## src/rtl/beat_tempo_tracker.sv

```systemverilog
// Beat tempo tracker: turns per-frame beat flags from the spectral-flux stage into a
// debounced beat pulse, a rolling mean beat interval and a BPM figure from an iterative divider.
module beat_tempo_tracker #(
  parameter int MAX_FLUX_LENGTH = 70,
  parameter int HIST            = 8,
  parameter int MIN_INTERVAL    = 11,
  parameter int MAX_INTERVAL    = 255,
  parameter int FRAMES_PER_MIN  = 2812
) (
  input  logic                       clk,
  input  logic                       reset,
  input  logic                       flux_valid,
  input  logic                       beat_valid,
  input  logic [MAX_FLUX_LENGTH-1:0] flux_value,
  output logic                       beat_pulse,
  output logic [MAX_FLUX_LENGTH-1:0] beat_flux,
  output logic [7:0]                 bpm,
  output logic                       bpm_valid,
  output logic                       locked
);

  localparam int PTR_W     = $clog2(HIST);
  localparam int SUM_W     = 8 + PTR_W;
  localparam int FILL_W    = PTR_W + 1;
  localparam int DIV_STEPS = 12;

  typedef enum logic [1:0] {
    S_IDLE,
    S_DIV,
    S_DONE
  } state_e;

  // Reset asserts asynchronously but releases on a clock edge.
  logic [1:0] rst_sync_q;
  logic       rst_n;

  // NOTE: every clocked process uses non-blocking (<=) assignments so all registers
  // sample their inputs on the same edge regardless of process ordering.
  always_ff @(posedge clk or negedge reset) begin
    if (!reset) rst_sync_q <= '0;
    else        rst_sync_q <= {rst_sync_q[0], 1'b1};
  end

  assign rst_n = rst_sync_q[1];

  // ---------------------------------------------------------------------------
  // Frame tick detection and beat qualification
  // ---------------------------------------------------------------------------
  logic                       flux_valid_q;
  logic [7:0]                 frame_cnt_q, frame_cnt_d;
  logic                       first_seen_q, first_seen_d;
  logic                       beat_pulse_q, beat_pulse_d;
  logic [MAX_FLUX_LENGTH-1:0] beat_flux_q, beat_flux_d;
  logic                       rec_q, rec_d;
  logic [7:0]                 hist_q [HIST];
  logic [PTR_W-1:0]           wr_ptr_q, wr_ptr_d;
  logic [FILL_W-1:0]          fill_q, fill_d;
  logic [SUM_W-1:0]           sum_q, sum_d;

  logic       tick, beat, cnt_sat, too_short;
  logic       accept_first, accept_restart, accept_rec, accept;
  logic [7:0] rec_interval;
  logic [7:0] mean;

  assign tick         = flux_valid & ~flux_valid_q;
  assign beat         = tick & beat_valid;
  assign cnt_sat      = (frame_cnt_q == 8'(MAX_INTERVAL));
  // interval = frame_cnt + 1, so "interval < MIN" is "frame_cnt < MIN - 1"
  assign too_short    = (frame_cnt_q < 8'(MIN_INTERVAL - 1));
  assign rec_interval = frame_cnt_q + 8'd1;

  assign accept_first   = beat & ~first_seen_q;
  assign accept_restart = beat &  first_seen_q & ~too_short &  cnt_sat;
  assign accept_rec     = beat &  first_seen_q & ~too_short & ~cnt_sat;
  assign accept         = accept_first | accept_restart | accept_rec;

  assign mean   = sum_q[SUM_W-1:PTR_W];
  assign locked = (fill_q == FILL_W'(HIST));

  // NOTE: every signal written here gets a default first so no path leaves it
  // unassigned, which would otherwise infer a latch.
  always_comb begin
    frame_cnt_d  = frame_cnt_q;
    first_seen_d = first_seen_q | accept;
    beat_pulse_d = accept;
    beat_flux_d  = beat_flux_q;
    rec_d        = accept_rec;
    wr_ptr_d     = wr_ptr_q;
    fill_d       = fill_q;
    sum_d        = sum_q;

    if (tick && !cnt_sat) frame_cnt_d = frame_cnt_q + 8'd1;

    if (accept) begin
      frame_cnt_d = '0;
      beat_flux_d = flux_value;
    end

    if (accept_rec) begin
      sum_d    = sum_q - SUM_W'(hist_q[wr_ptr_q]) + SUM_W'(rec_interval);
      wr_ptr_d = (wr_ptr_q == PTR_W'(HIST - 1)) ? '0 : wr_ptr_q + 1'b1;
      if (!locked) fill_d = fill_q + 1'b1;
    end
  end

  always_ff @(posedge clk or negedge rst_n) begin
    if (!rst_n) begin
      flux_valid_q <= 1'b0;
      frame_cnt_q  <= '0;
      first_seen_q <= 1'b0;
      beat_pulse_q <= 1'b0;
      beat_flux_q  <= '0;
      rec_q        <= 1'b0;
      wr_ptr_q     <= '0;
      fill_q       <= '0;
      sum_q        <= '0;
    end else begin
      flux_valid_q <= flux_valid;
      frame_cnt_q  <= frame_cnt_d;
      first_seen_q <= first_seen_d;
      beat_pulse_q <= beat_pulse_d;
      beat_flux_q  <= beat_flux_d;
      rec_q        <= rec_d;
      wr_ptr_q     <= wr_ptr_d;
      fill_q       <= fill_d;
      sum_q        <= sum_d;
    end
  end

  // NOTE: the history is reset even though it is a small memory, because the running
  // sum subtracts the overwritten entry and must start from a consistent all-zero state.
  always_ff @(posedge clk or negedge rst_n) begin
    if (!rst_n) begin
      for (int i = 0; i < HIST; i++) hist_q[i] <= '0;
    end else if (accept_rec) begin
      hist_q[wr_ptr_q] <= rec_interval;
    end
  end

  assign beat_pulse = beat_pulse_q;
  assign beat_flux  = beat_flux_q;

  // ---------------------------------------------------------------------------
  // Restoring divider: FRAMES_PER_MIN / mean, one quotient bit per cycle
  // ---------------------------------------------------------------------------
  state_e     state_q;
  logic [11:0] quo_q;
  logic [7:0]  rem_q;
  logic [7:0]  div_q;
  logic [3:0]  step_q;
  logic        pend_q;
  logic [7:0]  bpm_q;
  logic        bpm_valid_q;

  logic [8:0]  rem_sh;
  logic        ge;
  logic [7:0]  rem_nx;
  logic [11:0] quo_nx;
  logic [7:0]  bpm_nx;

  always_comb begin
    rem_sh = {rem_q, quo_q[11]};
    ge     = (rem_sh >= {1'b0, div_q});
    rem_nx = ge ? 8'(rem_sh - {1'b0, div_q}) : rem_sh[7:0];
    quo_nx = {quo_q[10:0], ge};
    if (div_q == 8'd0 || quo_nx[11:8] != 4'd0) bpm_nx = 8'hFF;
    else                                       bpm_nx = quo_nx[7:0];
  end

  always_ff @(posedge clk or negedge rst_n) begin
    if (!rst_n) begin
      state_q     <= S_IDLE;
      quo_q       <= '0;
      rem_q       <= '0;
      div_q       <= '0;
      step_q      <= '0;
      pend_q      <= 1'b0;
      bpm_q       <= '0;
      bpm_valid_q <= 1'b0;
    end else begin
      bpm_valid_q <= 1'b0;
      case (state_q)
        S_IDLE: begin
          if (rec_q && locked) begin
            quo_q   <= 12'(FRAMES_PER_MIN);
            rem_q   <= '0;
            div_q   <= mean;
            step_q  <= '0;
            state_q <= S_DIV;
          end
        end
        S_DIV: begin
          quo_q  <= quo_nx;
          rem_q  <= rem_nx;
          step_q <= step_q + 4'd1;
          if (rec_q) pend_q <= 1'b1;
          if (step_q == 4'(DIV_STEPS - 1)) begin
            bpm_q       <= bpm_nx;
            bpm_valid_q <= 1'b1;
            state_q     <= S_DONE;
          end
        end
        S_DONE: begin
          // Any beats recorded mid-division collapse into one rerun with the newest mean.
          if (pend_q || rec_q) begin
            quo_q   <= 12'(FRAMES_PER_MIN);
            rem_q   <= '0;
            div_q   <= mean;
            step_q  <= '0;
            pend_q  <= 1'b0;
            state_q <= S_DIV;
          end else begin
            state_q <= S_IDLE;
          end
        end
        default: state_q <= S_IDLE;
      endcase
    end
  end

  assign bpm       = bpm_q;
  assign bpm_valid = bpm_valid_q;

endmodule

```

## config.mk

```make
export PLATFORM = sky130hd
export DESIGN_NAME = beat_tempo_tracker
export DESIGN_NICKNAME = d
export VERILOG_FILES = /design/src/rtl/beat_tempo_tracker.sv
export SDC_FILE = /design/constraint.sdc
export NUM_CORES = 1
export LEC_CHECK = 0
export CORE_MARGIN = 2
export CORE_UTILIZATION = 25
export CTS_BUF_LIST = sky130_fd_sc_hd__clkbuf_16
export DETAILED_ROUTE_END_ITERATION = 10
export GPL_TIMING_DRIVEN = 0
export PLACE_DENSITY = 0.54
export SYNTH_ARGS = -nofsm -noshare
export SYNTH_HDL_FRONTEND = slang
export SYNTH_SLANG_ARGS = --single-unit
```

## constraint.sdc

```tcl
create_clock -name clk -period 15.3 [get_ports clk]
set_clock_uncertainty 0.15 [all_clocks]
set_input_delay 3.06 -clock clk [delete_from_list [all_inputs] [get_ports clk]]
set_output_delay 3.06 -clock clk [all_outputs]
set_load 0.02 [all_outputs]
```

==> key figures, run 1 <==
Flow run
  • Max_cap viols: 0

Route
  • Vias: 6744
  • DRT iter0 DRCs: 270
  • Initial DRT Pass Iterations: 4
  • Total wire length: 22600 µm
  • Post-route antenna net violation count: 0
  • DR WL/cell: between 10 and 15 µm
  • Drt drc: 0
  • Via density: 4.39

Final layout
  • Commonest non-fill, non-tap cell in the layout: dfrtp_1
  • Layout Nets: between 1000 and 1500
  • Fin util: 33.3%
  • Area growth from synthesis to layout: 31.0%
  • Share of layout cells above drive strength 1: between 10% and 20%
  • Filler cells: 3825
  • Fin cells: 1537
  • Commonest cells after routing, fill and taps aside: 209 x dfrtp_1, 154 x clkdlybuf4s50_1, 82 x nand2_1
  • # diodes: 0
  • Design area: 12600 µm²

CTS
  • Worst-path clk slew: about 60 ps
  • Root buffer cell: clkbuf_16
  • Setup bufs post-CTS: 0
  • Clock buffer depth: 3
  • CTS tree: yes
  • Clk sink count: 210
  • # hold bufs at CTS: 0
  • # resized after CTS: 0
  • Number of buffers created by CTS: 24
  • H-Tree Depth: 1
  • Clk Latency, worst-skew pair: 530 ps

STA
  • Worst-Margin Slew: between 1000 and 1500 ps
  • Total negative slack: 0 ps
  • Fin crit share: 34.2%
  • Setup Viol. Count Final: 0
  • Worst setup margin: 10070 ps
  • Min cycle time layout: 5230 ps
  • Fin Hold WS: 149 ps
  • Rel. slew slack: 20.9%
  • Fin. max-slew vios: 0
  • Endpoints failing hold: 0
  • FMAX: 0.191 GHz
  • RSZ-0062 raised after global routing: no

Synth
  • Top_reg_cell synth: dfrtp_1
  • Yosys Warn Count: 0
  • Synthesized area: 9600 µm²
  • Post-synthesis cell type count: 60
  • Number of synthesized flops with an enable pin: 0
  • Asr flop ratio synth: 100%
  • Sequential share of the synthesized area: 54.7%
  • Gate Count Post-Synth: around 830
  • Avg Synthesized Cell Area: 11.5 µm²
  • Post-Syn Nets: about 940
  • Flops & latches, synth: 210

Power
  • Lkg Pwr: 5.52 nW
  • VDD IR-drop max: slightly above 0.1 mV
  • Design Power: 2.53 mW
  • Pwr dens: 201 nW/µm²

Global routing
  • GRT Overall Usage: 11.8%
  • Grt total ovfl: 0
  • First-pass GRT wire length: 37600 µm
  • Initial antenna violation count: 0
  • Largest net degree at the start of global routing: 66
  • Vias in the first global route: 7029

Critical path
  • R2R Path End: sum_q[10]
  • Crit-path max FO: 4
  • Critical path's largest stage delay: 620 ps
  • CP arrival: 2020 ps
  • Reg2Reg Setup Slack: 10940 ps
  • Data required, critical path: 12090 ps
  • Most Frequent Cell on Critical Path: inv_1
  • Crit end category: output pin
  • CP Cell Sequence: inv_1 -> ha_1 -> nand3b_1 -> inv_1 -> clkdlybuf4s50_1
  • CP Launch Type: register
  • RR Startpoint: frame_cnt_q[0]
  • Worst r2r path cells: 14
  • Crit Path Class: reg2out
  • Slowest-stage cell, CP: clkdlybuf4s50_1

Place
  • DP HPWL: 16400 µm
  • Cell Area, Placed: 11900 µm²
  • Placed Cells: 1501
  • Worst slack, placed: 9650 ps
  • IO buf count: 154
  • GP Congestion: between 0.7 and 0.8

Floorplan
  • Core ar.: 37800 µm²
  • Die width: 200 µm
  • Starting Density: 25.4%
  • DIE HEIGHT: about 200 µm
  • I/O pin count: 155
  • Die Area: 40000 µm²
  • Row Count: 71

Outcome
  • Status: finished clean

Hold path
  • Worst hold path class: reg2async
-- report_power, final --
group	internal (mW)	total, mW	switching [mW]
registers	0.729	0.838	0.109
clock network	0.314	0.537	0.222
logic	0.539	1.16	0.617
total	1.58	2.53	0.949
-- cell type report --
| cell class | count | area [µm²] | area share (%) |
|---|---|---|---|
| plain buffers | 43 | 225 | 1.79 |
| clock buffers | 24 | 601 | 4.77 |
| clock inverters | 12 | 113 | 0.895 |
| inverters | 54 | 203 | 1.61 |
| multi-input cells | 526 | 3920 | 31.1 |
| flip-flops and latches | 210 | 5260 | 41.8 |
| well taps | 511 | 639 | 5.08 |
| repair buffers | 157 | 1620 | 12.9 |
-- per-layer routing --
layer,up-vias,part of all wire (%),global-route usage [%]
met5,-,0,0
li1,3256,-,-
met4,0,1.7,2.66
met3,30,4.6,2.69
met1,3332,44,14.9
met2,126,49,20.6
-- worst max path at each step --
stage,cells after the start,slack [ps],to,from
global placement,0,5960,bpm_valid,rst_sync_q[1]
global route,5,9960,locked,fill_q[0]
finish,5,10070,locked,fill_q[0]
floorplan,0,8860,beat_flux[0],rst_sync_q[1]
CTS,5,10040,locked,fill_q[0]
detailed placement,7,9650,beat_flux[68],flux_valid
-- synthesized netlist by cell type (all sizes together) (2+ instances only) --
master | n | area [µm²]
clkbuf | 14 | 52.6
nand4 | 3 | 18.8
or3 | 2 | 12.5
inv | 54 | 203
mux4 | 6 | 135
a21oi | 40 | 200
nand2 | 82 | 308
nor4 | 5 | 37.5
o31ai | 2 | 15.0
o22a | 14 | 123
dfrtp | 210 | 5260
a21o | 6 | 45.0
xor2 | 12 | 105
nand2b | 4 | 25.0
a221oi | 6 | 52.6
a211oi | 3 | 22.5
nor3 | 5 | 30.0
o22ai | 3 | 18.8
o211ai | 3 | 36.3
nor2b | 7 | 43.8
buf | 29 | 173
o311ai | 3 | 26.3
o21ai | 66 | 330
a22o | 5 | 43.8
nor2 | 47 | 176
mux2 | 84 | 957
a22oi | 3 | 22.5
a31oi | 5 | 43.8
a211o | 2 | 17.5
ha | 25 | 313
nand3b | 2 | 15.0
o21bai | 3 | 22.5
fa | 9 | 180
o221ai | 2 | 17.5
xnor2 | 15 | 131
mux2i | 12 | 120
and3 | 12 | 75.1
nand3 | 16 | 100
-- worst max-delay path, delay by kind of cell, from the launching register on --
kind	cells	cell delay [ps]
buf+inv	3	810
flops	1	420
fa+ha+maj	1	140
simple gates	1	140
-- sequential cells by signal, summed over array words and instances (netlist names), 2 cells and up --
signal       count
beat_flux       70
hist_q          64
quo_q           12
sum_q           11
bpm              8
div_q            8
frame_cnt_q      8
rem_q            8
fill_q           4
step_q           4
wr_ptr_q         3
rst_sync_q       2
state_q          2
-- logic make-up after synthesis --
kind of cell	after synthesis	share of synthesized area (%)
and+or+nand+nor	189	9.06
adders and majority gates	34	5.13
xor gates and xnor gates	27	2.46
buffers and inverters	97	4.46
muxes	102	12.6
DFF	210	54.7
other	1	0.0391
AOI/OAI and AO/OA	173	11.5
No activity file was read; power rests on OpenSTA's default activity.
==> run 2, diff against run 1 <==
clock period = 5.2 ns   (was 15.3 ns; I/O delays follow)
==> key figures, run 2 (synthesis results as in run 1) <==
Final layout
  • Design area: 12600 µm² (about the same)
  • Share of layout cells above drive strength 1: 15.9% (+0.15 points)
  • # diodes: 0 (unchanged)
  • Register area: 5260 µm² (unchanged)
  • Commonest non-fill, non-tap cell in the layout: dfrtp_1
  • Layout Nets: 1123 (-0.089%)
  • Max reg flops: 70 (unchanged)
  • Fin util: 33.3% (about the same)
  • Commonest cells after routing, fill and taps aside: 209 x dfrtp_1, 154 x clkdlybuf4s50_1, 82 x nand2_1
  • Multi-input combinational cell area: 3920 µm² (unchanged)
  • Area growth from synthesis to layout: 31.1% (about the same)
  • Filler cells: 3848 (+0.60%)
  • Fin cells: 1540 (+0.20%)

Critical path
  • CP Launch Type: register
  • Slowest-stage cell, CP: clkbuf_1
  • Crit Path Class: reg2reg
  • CP Cell Sequence: clkbuf_1 -> clkbuf_1 -> mux4_2 -> mux2_2 -> fa_1 -> inv_1 -> fa_1 -> a21oi_1 -> o2111ai_1 -> o221ai_1 -> xnor2_1 -> nand2_1 -> xnor2_1
  • Critical path's largest stage delay: 610 ps (about the same)
  • Crit-path max FO: 10 (+6)
  • CP arrival: 4700 ps (+2680 ps)
  • Crit end category: register
  • Data required, critical path: 5440 ps (-6650 ps)

CTS
  • CTS tree: yes
  • Number of buffers created by CTS: 23 (-4.2%)
  • Setup bufs post-CTS: 0 (unchanged)
  • H-Tree Depth: 1 (unchanged)
  • # hold bufs at CTS: 0 (unchanged)
  • Clk Latency, worst-skew pair: 530 ps (about the same)
  • # resized after CTS: 0 (unchanged)
  • Clk sink count: 210 (unchanged)
  • Worst-path clk slew: 60 ps (about the same)
  • Clock buffer depth: 3 (unchanged)
  • Root buffer cell: clkbuf_16

Place
  • Cell Area, Placed: 11900 µm² (unchanged)
  • DP HPWL: 16400 µm (-0.33%)
  • GP Congestion: 0.802 (+1.9%)
  • Placed Cells: 1501 (unchanged)
  • IO buf count: 154 (unchanged)
  • Worst slack, placed: 795 ps (-8850 ps)

Route
  • DR WL/cell: 14.8 µm (+0.37%)
  • Via density: 4.41 (+0.47%)
  • Vias: 6789 (+0.67%)
  • Drt drc: 0 (unchanged)
  • Initial DRT Pass Iterations: 4 (unchanged)
  • Total wire length: 22700 µm (+0.57%)
  • DRT iter0 DRCs: 264 (-2.2%)
  • Post-route antenna net violation count: 0 (unchanged)

Global routing
  • Largest net degree at the start of global routing: 68 (+3.0%)
  • First-pass GRT wire length: 37300 µm (-0.82%)
  • Grt total ovfl: 0 (unchanged)
  • GRT Overall Usage: 11.6% (-0.17 points)
  • Vias in the first global route: 7060 (+0.44%)
  • Initial antenna violation count: 0 (unchanged)

Floorplan
  • Row Count: 71 (unchanged)
  • I/O pin count: 155 (unchanged)
  • DIE HEIGHT: 200 µm (unchanged)
  • Starting Density: 25.4% (unchanged)
  • Core ar.: 37800 µm² (unchanged)
  • Die width: 200 µm (unchanged)
  • Die Area: 40000 µm² (unchanged)

STA
  • Min cycle time layout: 4450 ps
  • Endpoints failing hold: 0 (unchanged)
  • Fin. max-slew vios: 0 (unchanged)
  • Fin crit share: a little under nine tenths
  • FMAX: around 0.22 GHz
  • Setup Viol. Count Final: 0 (unchanged)
  • Rel. slew slack: 26.7% (+5.8 points)
  • Total negative slack: 0 ps (unchanged)
  • RSZ-0062 raised after global routing: no
  • Worst setup margin: 746 ps (-9320 ps)
  • Worst-Margin Slew: 1090 ps (-85.8 ps)

Power
  • Power share of the combinational group: 46.0% (+0.3 points)
  • Lkg Pwr: 5.51 nW (-0.13%)
  • Sw Ratio: 37.9% (+0.46 points)
  • VDD IR-drop max: 0.294 mV (+190%)
  • P_int: 4.64 mW (+190%)
  • Clock Power Share: 21.0% (-0.2 points)
  • P_sw: 2.84 mW (+200%)
  • Sequential share of power: 33.0% (about the same)
  • Pwr dens: 594 nW/µm² (+200%)

Hold path
  • Worst hold path class: reg2async

Flow run
  • Max_cap viols: 0 (unchanged)

Outcome
  • Status: finished clean
[run 2: cell types whose count changed in the layout (fill, tap and decap cells not counted), sizes merged]
cell,before,now
clkbuf,38,37
clkinvlp,0,2
clkinv,4,6
[run 2: path summary, 6_finish.rpt]
check                         startpoint  cells past startpoint            end  slack [ps]
hold / removal             rst_sync_q[1]                      0  beat_flux[68]         140
max in group asynchronous  rst_sync_q[1]                      2         bpm[5]        3730
setup reg to reg             wr_ptr_q[2]                     13      sum_q[10]         750
hold reg to reg            rst_sync_q[1]                      0  beat_flux[68]         140
min in group clk           rst_sync_q[0]                      0  rst_sync_q[1]         200
setup / recovery             wr_ptr_q[2]                     13      sum_q[10]         750
[run 2: power by group through the flow]
stage / clock network (mW) / logic, mW / registers (mW)
3_5_place_dp: 0 / 3.46 / 2.50
5_1_grt: 1.69 / 3.84 / 2.54
2_1_floorplan: 0 / 2.26 / 2.64
6_report: 1.57 / 3.44 / 2.47
3_3_place_gp: 0 / 3.37 / 2.51
4_1_cts: 1.62 / 3.47 / 2.47
[run 2: worst max-delay path: cells and delay by family (launching register included)]
kind | cells | cell delay [ps]
buffers and inverters | 3 | 1070
DFF | 1 | 340
AOI/OAI and AO/OA | 3 | 730
adders and majority gates | 2 | 960
and+or+nand+nor | 1 | 80
muxes | 2 | 700
xor gates and xnor gates | 2 | 280
[run 2: routing by layer]
layer	global-route usage [%]	routed length, µm
met1	15.0	10100
met2	20.0	11000
met3	2.37	1160
met4	2.94	482
met5	0	0
[run 2: final cells by class]
class	count	area share, %
Buffer	43	1.79
Clock buffer	23	4.57
Sequential cell	210	41.8
Timing Repair Buffer	157	12.9
Multi-Input combinational cell	526	31.1
Inverter	54	1.61
Clock inverter	16	1.11
Tap cell	511	5.08
[run 2: through the flow]
step | hold WS, ps | total power [mW]
after floorplan | 181 | 4.90
after global placement | 185 | 5.88
after detailed placement | 160 | 5.95
after CTS | 163 | 7.56
after global routing | 189 | 8.07
final | 143 | 7.48
==> run 3, diff against run 2 <==
DONT_BUFFER_PORTS = 1   (was default)
PLACE_DENSITY = 0.49   (was 0.54)
RECOVER_POWER = 25   (was default)
==> key figures, run 3 (synthesis results as in run 1) <==
Outcome
  • Status: finished with violations
  • Failing checks: capacitance limit, slew limit

Power
  • Sequential share of power: 38.2% (+5.2 points)
  • P_int: 4.31 mW (-7.2%)
  • Lkg Pwr: 4.88 nW (-11%)
  • Power share of the combinational group: 39.9% (-6.1 points)
  • Design Power: 7.09 mW (-5.1%)
  • Pwr dens: 646 nW/µm² (+8.8%)
  • Clock Power Share: 21.9% (+0.9 points)
  • VDD IR-drop max: 0.253 mV (-14%)
  • Sw Ratio: 39.3% (+1.4 points)
  • P_sw: 2.79 mW (-1.7%)

STA
  • Worst setup margin: 703 ps (-43.4 ps)
  • RSZ-0062 raised after global routing: no
  • Fin Hold WS: 37.2 ps (-106 ps)
  • Fin crit share: 86.5% (+0.83 points)
  • Setup Viol. Count Final: 0 (unchanged)
  • Rel. slew slack: -136% (-160 points)
  • Worst-Margin Slew: 3550 ps (+2450 ps)
  • Total negative slack: 0 ps (unchanged)
  • Endpoints failing hold: 0 (unchanged)
  • FMAX: 0.222 GHz (-0.96%)
  • Fin. max-slew vios: 132 (+132)
  • Min cycle time layout: 4500 ps (+43.4 ps)

Global routing
  • Vias in the first global route: 6573 (-6.9%)
  • GRT Overall Usage: 11.6% (-0.074 points)
  • First-pass GRT wire length: 36600 µm (-2.0%)
  • Initial antenna violation count: 0 (unchanged)
  • Grt total ovfl: 0 (unchanged)
  • Largest net degree at the start of global routing: 69 (+1.5%)

Critical path
  • Crit-path max FO: 10 (unchanged)
  • Data required, critical path: 5440 ps (about the same)
  • CP arrival: 4730 ps (+30 ps)
  • Crit Path Class: reg2reg
  • Crit end category: register
  • CP Launch Type: register

Final layout
  • Filler cells: 3937 (+2.3%)
  • Share of layout cells above drive strength 1: 18.1% (+2.1 points)
  • Fin util: 29.1% (-4.3 points)
  • Commonest cells after routing, fill and taps aside: 210 x dfrtp_1, 82 x nand2_1, 81 x mux2_2
  • Area growth from synthesis to layout: 14.3%
  • Layout Nets: 969 (-14%)
  • Max reg flops: 70 (unchanged)
  • Commonest non-fill, non-tap cell in the layout: dfrtp_1
  • # diodes: 0 (unchanged)

Flow run
  • Max_cap viols: 2 (+2)

Route
  • Vias: 6206 (-8.6%)
  • DR WL/cell: 16.1 µm (+8.7%)
  • Post-route antenna net violation count: 0 (unchanged)
  • Total wire length: 22200 µm (-2.2%)
  • Via density: 4.48 (+1.6%)
  • Drt drc: 0 (unchanged)
  • DRT iter0 DRCs: 269 (+1.9%)
  • Initial DRT Pass Iterations: 4 (unchanged)

Floorplan
  • Starting Density: 25.4% (unchanged)
  • Die width: 200 µm (unchanged)
  • Die Area: 40000 µm² (unchanged)
  • I/O pin count: 155 (unchanged)
  • DIE HEIGHT: 200 µm (unchanged)
  • Core ar.: 37800 µm² (unchanged)
  • Row Count: 71 (unchanged)

Hold path
  • Worst hold path class: reg2async

CTS
  • Number of buffers created by CTS: 23 (unchanged)
  • Root buffer cell: clkbuf_16
  • Clk sink count: 210 (unchanged)
  • Clk Latency, worst-skew pair: 520 ps (about the same)
  • # hold bufs at CTS: 0 (unchanged)
  • H-Tree Depth: 1 (unchanged)
  • Setup bufs post-CTS: 0 (unchanged)
  • Worst-path clk slew: 60 ps (about the same)
  • # resized after CTS: 0 (unchanged)
  • CTS tree: yes
  • Clock buffer depth: 3 (unchanged)

Place
  • IO buf count: 0 (-100%)
  • Worst slack, placed: 704 ps (-91.0 ps)
  • GP Congestion: 0.785 (-2.1%)
  • DP HPWL: 15700 µm (-3.8%)
run 3: power groups by stage:
stage | Clock, mW | Sequential [mW] | Combinational, mW
after floorplan | 0 | 2.64 | 2.26
after global placement | 0 | 2.77 | 2.77
after detailed placement | 0 | 2.74 | 2.86
after CTS | 1.60 | 2.72 | 2.87
after global routing | 1.67 | 2.78 | 3.26
final | 1.55 | 2.71 | 2.83
run 3: layout make-up:
type | instances | area (µm²) | area share (%)
flip-flops and latches | 210 | 5260 | 47.9
repair buffers | 3 | 41.3 | 0.376
inverters | 54 | 203 | 1.85
well taps | 511 | 639 | 5.83
multi-input cells | 526 | 3920 | 35.7
clock inverters | 15 | 119 | 1.08
clock buffers | 23 | 576 | 5.24
plain buffers | 43 | 225 | 2.05
run 3: per-stage QoR:
step,std cells,instance area [µm²]
global route,1385,11000
floorplan,833,9600
finish,1385,11000
detailed placement,1347,10300
CTS,1385,11000
global placement,1344,10200
run 3: final timing paths:
path / startpoint / slack, ps / cells past startpoint / end
max: wr_ptr_q[2] / 700 / 13 / sum_q[10]
min: rst_sync_q[1] / 40 / 0 / beat_flux[60]
max reg2reg: wr_ptr_q[2] / 700 / 13 / sum_q[10]
min reg2reg: rst_sync_q[1] / 40 / 0 / beat_flux[60]
max in group asynchronous: rst_sync_q[1] / 1130 / 1 / beat_flux[51]
min in group clk: rst_sync_q[0] / 200 / 0 / rst_sync_q[1]
run 3: routing by layer:
metal	track usage [%]	routed length [µm]
met1	15.2	10100
met2	19.3	10700
met3	2.42	958
met4	2.99	437
met5	0	0
run 3: critical path, stage by stage (launching register included):
cell and delay (ps):
dfrtp_1 360, clkbuf_1 440, clkbuf_1 580, mux4_2 410, mux2_2 300, fa_1 480
inv_1 60, fa_1 460, a21oi_1 230, o2111ai_1 260, o221ai_1 270, xnor2_1 150
nand2_1 80, xnor2_1 130
